**src/rtl/fifo_reader.sv**
```systemverilog
// Drains cmd_len words from a FIFO with one-cycle read latency into a
// 2-entry output buffer presented as a valid/ready stream.
module fifo_reader #(
  parameter  int WIDTH = 8,
  parameter  int DEPTH = 16,
  localparam int LW    = $clog2(DEPTH) + 1
) (
  input  logic             clk,
  input  logic             rstn,
  input  logic             cmd_valid,
  input  logic [LW-1:0]    cmd_len,
  output logic             cmd_ready,
  input  logic             empty,
  output logic             pop,
  input  logic [WIDTH-1:0] rd,
  output logic             out_valid,
  input  logic             out_ready,
  output logic [WIDTH-1:0] out_data,
  output logic             out_last,
  output logic             done,
  output logic             busy
);

  typedef enum logic [1:0] {
    IDLE  = 2'd0,
    READ  = 2'd1,
    FLUSH = 2'd2
  } state_t;

  state_t           r_state;
  state_t           w_nextState;
  logic [LW-1:0]    r_remaining;
  logic             r_inflight;
  logic             r_inflightLast;
  logic [1:0]       r_bufCnt;
  logic [WIDTH-1:0] r_bufData [2];
  logic             r_bufLast [2];
  logic             r_done;
  logic             w_accept;
  logic             w_xfer;
  logic [2:0]       w_occupancy;

  always_comb begin
    w_accept    = cmd_valid && (r_state == IDLE);
    w_xfer      = (r_bufCnt != 2'd0) && out_ready;
    // Words that will still be held after this edge if nothing new arrives.
    w_occupancy = {1'b0, r_bufCnt} + {2'b00, r_inflight} - {2'b00, w_xfer};
  end

  always_ff @(posedge clk) begin
    if (!rstn) begin
      r_state <= IDLE;
    end else begin
      r_state <= w_nextState;
    end
  end

  always_comb begin
    w_nextState = r_state;
    case (r_state)
      IDLE: begin
        if (w_accept && (cmd_len != '0)) begin
          w_nextState = READ;
        end
      end
      READ: begin
        if (pop && (r_remaining == LW'(1))) begin
          w_nextState = FLUSH;
        end
      end
      FLUSH: begin
        if (w_xfer && r_bufLast[0]) begin
          w_nextState = IDLE;
        end
      end
      default: w_nextState = IDLE;
    endcase
  end

  always_comb begin
    cmd_ready = (r_state == IDLE);
    busy      = (r_state != IDLE);
    pop       = rstn && (r_state == READ) && (r_remaining != '0) && !empty &&
                (w_occupancy < 3'd2);
    out_valid = (r_bufCnt != 2'd0);
    out_data  = r_bufData[0];
    out_last  = r_bufLast[0] && (r_bufCnt != 2'd0);
    done      = r_done;
  end

  always_ff @(posedge clk) begin
    if (!rstn) begin
      r_remaining    <= '0;
      r_inflight     <= 1'b0;
      r_inflightLast <= 1'b0;
      r_bufCnt       <= 2'd0;
      r_bufData[0]   <= '0;
      r_bufData[1]   <= '0;
      r_bufLast[0]   <= 1'b0;
      r_bufLast[1]   <= 1'b0;
      r_done         <= 1'b0;
    end else begin
      r_done <= (w_accept && (cmd_len == '0)) ||
                ((r_state == FLUSH) && w_xfer && r_bufLast[0]);

      if (w_accept) begin
        r_remaining <= cmd_len;
      end else if (pop) begin
        r_remaining <= r_remaining - LW'(1);
      end

      r_inflight     <= pop;
      r_inflightLast <= pop && (r_remaining == LW'(1));

      // Entry 0 is always the head; a capture lands behind whatever survives.
      case ({r_inflight, w_xfer})
        2'b10: begin
          r_bufData[r_bufCnt[0]] <= rd;
          r_bufLast[r_bufCnt[0]] <= r_inflightLast;
          r_bufCnt               <= r_bufCnt + 2'd1;
        end
        2'b01: begin
          r_bufData[0] <= r_bufData[1];
          r_bufLast[0] <= r_bufLast[1];
          r_bufCnt     <= r_bufCnt - 2'd1;
        end
        2'b11: begin
          if (r_bufCnt == 2'd1) begin
            r_bufData[0] <= rd;
            r_bufLast[0] <= r_inflightLast;
          end else begin
            r_bufData[0] <= r_bufData[1];
            r_bufLast[0] <= r_bufLast[1];
            r_bufData[1] <= rd;
            r_bufLast[1] <= r_inflightLast;
          end
        end
        default: begin
        end
      endcase
    end
  end

endmodule

```
**config.mk**
```make
export PLATFORM = sky130hd
export DESIGN_NAME = fifo_reader
export DESIGN_NICKNAME = d
export VERILOG_FILES = /design/src/rtl/fifo_reader.sv
export SDC_FILE = /design/constraint.sdc
export NUM_CORES = 1
export LEC_CHECK = 0
export CAP_MARGIN = 20
export CORE_ASPECT_RATIO = 1.25
export CORE_MARGIN = 8
export CORE_UTILIZATION = 40
export CTS_CLUSTER_DIAMETER = 30
export DETAILED_ROUTE_END_ITERATION = 7
export PLACE_DENSITY_LB_ADDON = 0.2
export SKIP_LAST_GASP = 1
export SYNTH_ARGS = -nofsm -noshare
export SYNTH_HDL_FRONTEND = slang
export SYNTH_SLANG_ARGS = --single-unit
```
**constraint.sdc**
```tcl
create_clock -name clk -period 3.7 [get_ports clk]
set_input_delay 0.37 -clock clk [delete_from_list [all_inputs] [get_ports clk]]
set_output_delay 0.37 -clock clk [all_outputs]
set_load 0.02 [all_outputs]
```
* Word level (Yosys, flattened, before mapping)
Memories as Yosys holds them, arrays and structs flattened.
Index checks and enable logic that the tools add are counted.
Widths: inputs -> output; s select.
** Storage, ports and cells
- Bits in writable memories :: 18
- Memories kept :: 2
- Output and inout port bits :: 14
- Bits in registers :: 12
** Cells by class
- Reduce and logical (&&, ||, !) cells :: 26
- Eq/ne operators :: 10
- $add $sub $neg :: 5
- Bitwise logic cells :: 8
- Muxes and demuxes :: 36
- Magnitude comparators :: 1
** Memories
- r_bufData :: words 2, bits a word 8, rd ports 2, clocked after Yosys merged registers in 0, wr ports 2, line 36 : logic [WIDTH-1:0] r_bufData [2];
- r_bufLast :: words 2, bits a word 1, rd ports 2, clocked after Yosys merged registers in 0, wr ports 2, line 37 : logic r_bufLast [2];
** Operators by type and width (number)
- $mux 8 :: 5
- $mux 1 :: 24
- $logic_and 1x1->1 :: 13
- $mux 5 :: 2
- $reduce_bool 5->1 :: 2
- $or 1x1->1 :: 8
- $reduce_bool 2->1 :: 4
- $reduce_or 8->1 :: 1
- $eq 2x1->1 const B :: 3
- $eq 2x2->1 const B :: 3
- $mux 2 :: 3
- $pmux 2 s3 :: 1
- $eq 5x1->1 const B :: 1
- $logic_not 5->1 :: 1
- $sub 5x1->5 const B :: 1
- $ne 2x2->1 const B :: 2
- $pmux 2 s2 :: 1
- $add 2x1->3 :: 1
- $lt 3x2->1 const B :: 1
- $reduce_and 3->1 :: 1
- $sub 3x1->3 :: 1
- $add 2x1->2 const B :: 1
- $logic_not 2->1 :: 1
- $ne 2x1->1 const B :: 1
- other kinds (4) :: 4

* Depth between registers and ports, before layout
- Depth in word-level cells :: 10
- Depth in mapped cells :: 12
- Mapped depth without buffers :: 10

* Worst setup path after synthesis
Ideal clock, no wire load.
- Path type :: reg2out
- Start :: register r_bufCnt[0]
- End :: output pop
- Arrival :: 2441 ps
- Slack :: 889 ps
- Required time :: 3330 ps
- Stages on the path, launching flop included :: 11
- Cell sequence :: dfxtp_1 inv_1 ha_1 nor2b_1 clkbuf_1 xnor2_1 nand2_1 fa_1 and4bb_1 and4_4 buf_6
** On the way
- Longest elaborated chain between the ends :: 5
- Elaborated cells between the ends (all ways) :: 6
- Classes of those cells :: add/sub: 2; order compare: 1; reduce/logical: 3
** RTL lines
- start: declaration :: line 35 : logic [1:0] r_bufCnt;
- start signal: assignment :: line 120 : r_bufCnt <= r_bufCnt + 2'd1;
- start signal: assignment :: line 125 : r_bufCnt <= r_bufCnt - 2'd1;
- branches (longest 2 deep; another with $add 2x1->3)
- $sub 3x1->3 (*) :: line 47 : w_occupancy = {1'b0, r_bufCnt} + {2'b00, r_inflight} - {2'b00, w_xfer};
- $lt 3x2->1 (*) :: line 84 : (w_occupancy < 3'd2);
- $logic_and 1x1->1 (*) :: line 83 : pop = rstn && (r_state == READ) && (r_remaining != '0) && !empty &&
- end: declaration :: line 14 : output logic pop,
Every way passes the cells marked *.

* Final worst setup path
- Start :: register r_bufCnt[1]
- End :: output pop
The elaborated chain is that of the path after synthesis.

==> results.md <==
- Worst EP required: 3.33 ns
- Syn Std Cell Area: 1610 sq um
- Synth area leaders: edfxtp_1 34%, dfxtp_1 15%, mux2_1 7.0%, and2_1 4.3%, and3_1 4.3%
- Commonest cells after routing, fill and taps aside: 30 x clkdlybuf4s50_1, 18 x edfxtp_1, 12 x dfxtp_1
- Run status: completed
- Relative slew slack: 39.5%
- Final hold viol count: 0
- Reg2Reg Depth: 10
- Placed Area: 1970 sq um
- Cell-internal power: 0.000724 W
- Clock sinks: 30
- Final min period: 3.22 ns
- Dominant synthesized flop cell: edfxtp_1
- First-pass GRT wire length: 5780 um
- Initial Util: 40.5%
- Finished Cell Area: 2070 sq um
- Reg2Reg Setup Slack: 1.02 ns
- Num CTS Buffers: 5
- Final setup viols: 0
- CP Max Fanout: 11
- Post-synth top area cell: edfxtp_1
- Final #Nets: 203
- #FFs+latches synth: 30
- RSZ-0062 raised after global routing: false
- Final clock skew: 0.00889 ns
- Worst hold stages: 1
- Fraction of synthesis flops using an asynchronous set or reset pin: 0%
- CORE AREA: 3970 sq um
- Slew Viols, Final: 0
- Number of flops mapped to enable cells by yosys: 18
- Post-CTS setup buffer count: 0
- CP Launch Type: flop
- Clock power frac: 25.4%
- RR Startpoint: r_bufCnt[1]$_SDFFE_PN0P_
- Sw Pwr: 0.000332 W
- CTS tree: yes
- Final WL: 3370 um
- Seq/Total Area, Yosys: 48.6%
- GR Util All Layers: 11.8%
- Final Cycle Share: 87.0%
- CP Launch Point: r_bufCnt[1]$_SDFFE_PN0P_
- VDD IR max: 0.272 mV
- Worst setup path category: reg -> out
- Total die area: 6320 sq um
- Site row count: 26
- Largest net degree at the start of global routing: 28
- Die H: 86.9 um
- Clock transition at path regs: 0.07 ns
- Yosys warns: 0
- Layout Utilization: 52.1%
- Post-DP HPWL: 2510 um
- Antenna violations before repair: 0
- Clock insertion delay at the later pin of the skew report: 0.28 ns
- Clk root buf: clkbuf_8
- Die Wd: 72.7 um
- # port buffers: 31
- Reg power frac: 41.5%
- H-tree depth: 2
- Sw Share: 31.4%
- FMAX: 311 MHz
- Routed length per placed instance: 14.3 um
- Count of cell types in the netlist: 46
- Setup TNS Final: 0 ns
- Layout cells sized above 1: 10.0%
- Min-delay worst type: reg -> reg
- Number of primary I/O pins: 32
- MaxCap Viol Count: 0
- Worst Hold End: r_bufLast[1]$_DFFE_PP_
- Antenna Nets Post-Route: 0
- Combinational share of power: 33.1%
- Vias per cell: 5.12
- GP Congestion: 0.832
- P&R area growth vs syn: 28.6%
- Yosys top cell area share: 33.6%
- Hold_sp: r_inflightLast$_SDFF_PN0_
- Residual DRC: 0
- Vias: 1,209
- Commonest non-fill, non-tap cell in the layout: clkdlybuf4s50_1
- Worst-margin pin slew: 0.904 ns
- Vias in the first global route: 1,250
- Leakage: 0.850 nW
- GRT Residual Overflow: 0
- R2R Path End: r_remaining[1]$_SDFFE_PN0P_
- Clock Tree Buf Depth: 2
- Syn nets: 169
- # diodes: 0
- Cells after Synth: 145
- Pwr per Cell Area: 511 nW/um^2
- Critical Path AT: 2.85 ns
- 1st-pass router iterations: 4
- Synthesized area per cell: 11.1 sq um
- Number of DRC markers in iteration 0: 54
- Crit end category: primary output
final cells by class:
cell class / count / area (sq um)
Fill cell: 386 / 1900
Inverter: 9 / 33.8
Clock inverter: 1 / 5.00
Timing Repair Buffer: 34 / 335
Multi-Input combinational cell: 99 / 756
Clock buffer: 7 / 86.3
Tap cell: 56 / 70.1
Sequential cell: 30 / 781
metal layers:
metal,part of all wire (%),up-vias,GRT usage [%]
met2,51,31,20.2
li1,-,601,-
met5,0,-,0
met1,39,570,12.1
met4,2.1,0,4.93
met3,7.3,7,5.07
power groups by stage:
stage	clock, W	sequential (W)	combinational [W]
2_1_floorplan	0	0.000462	0.000200
3_3_place_gp	0	0.000443	0.000342
3_5_place_dp	0	0.000446	0.000353
4_1_cts	0.000275	0.000438	0.000355
5_1_grt	0.000293	0.000443	0.000387
6_report	0.000268	0.000438	0.000349
through the flow:
step	std cells	setup slack, ns	hold WS, ns	power, W
5_1_grt	236	0.319	0.585	0.00112
3_5_place_dp	228	0.272	0.519	0.000799
4_1_cts	236	0.0936	0.546	0.00107
3_3_place_gp	228	0.313	0.522	0.000785
2_1_floorplan	145	0.889	0.502	0.000663
6_report	236	0.481	0.542	0.00106
synthesized netlist by cell type (4+ instances only):
| master | count |
|---|---|
| dfxtp_1 | 12 |
| nand2_1 | 5 |
| and2_1 | 11 |
| and3_1 | 11 |
| o21ai_0 | 4 |
| mux2_1 | 10 |
| xnor2_1 | 4 |
| edfxtp_1 | 18 |
| clkbuf_1 | 5 |
| ha_1 | 5 |
| inv_1 | 9 |
| nor2_1 | 5 |
sequential cells by signal, summed over array words and instances (netlist names):
name            flops
r_bufCnt            2
r_remaining         5
r_bufData          16
done                1
r_inflightLast      1
r_inflight          1
r_bufLast           2
r_state             2
logic make-up (layout without fill, tap and decap cells):
family	after synthesis	in the layout	synth area share [%]
compound gates	21	21	10.2
xor+xnor	4	4	2.18
fa+ha+maj	6	6	5.14
buf+inv	16	51	4.44
flops	30	30	48.6
mux	10	10	7.00
simple gates	58	58	22.5
worst max path at each step:
stage          endpoint  slack (ns)  cells after the start
6_report            pop        0.48                      9
5_1_grt             pop        0.32                      9
3_5_place_dp        pop        0.27                      8
2_1_floorplan       pop        0.89                     10
4_1_cts             pop        0.09                      9
3_3_place_gp        pop        0.31                      8
critical path, stage by stage, from the launching register on:
cell            delay [ns]
dfxtp_1               0.43
inv_1                 0.10
ha_1                  0.23
nor2b_1               0.19
xnor2_1               0.17
nand2_1               0.12
fa_1                  0.50
and4bb_1              0.24
and4_4                0.34
dlymetal6s2s_1        0.25
timing repair:
action	CTS	global route
hold buffers	0	0
setup endpoints to repair	0	1
gates resized for setup	0	1
Note: power is estimated with default switching activity, not from simulation.
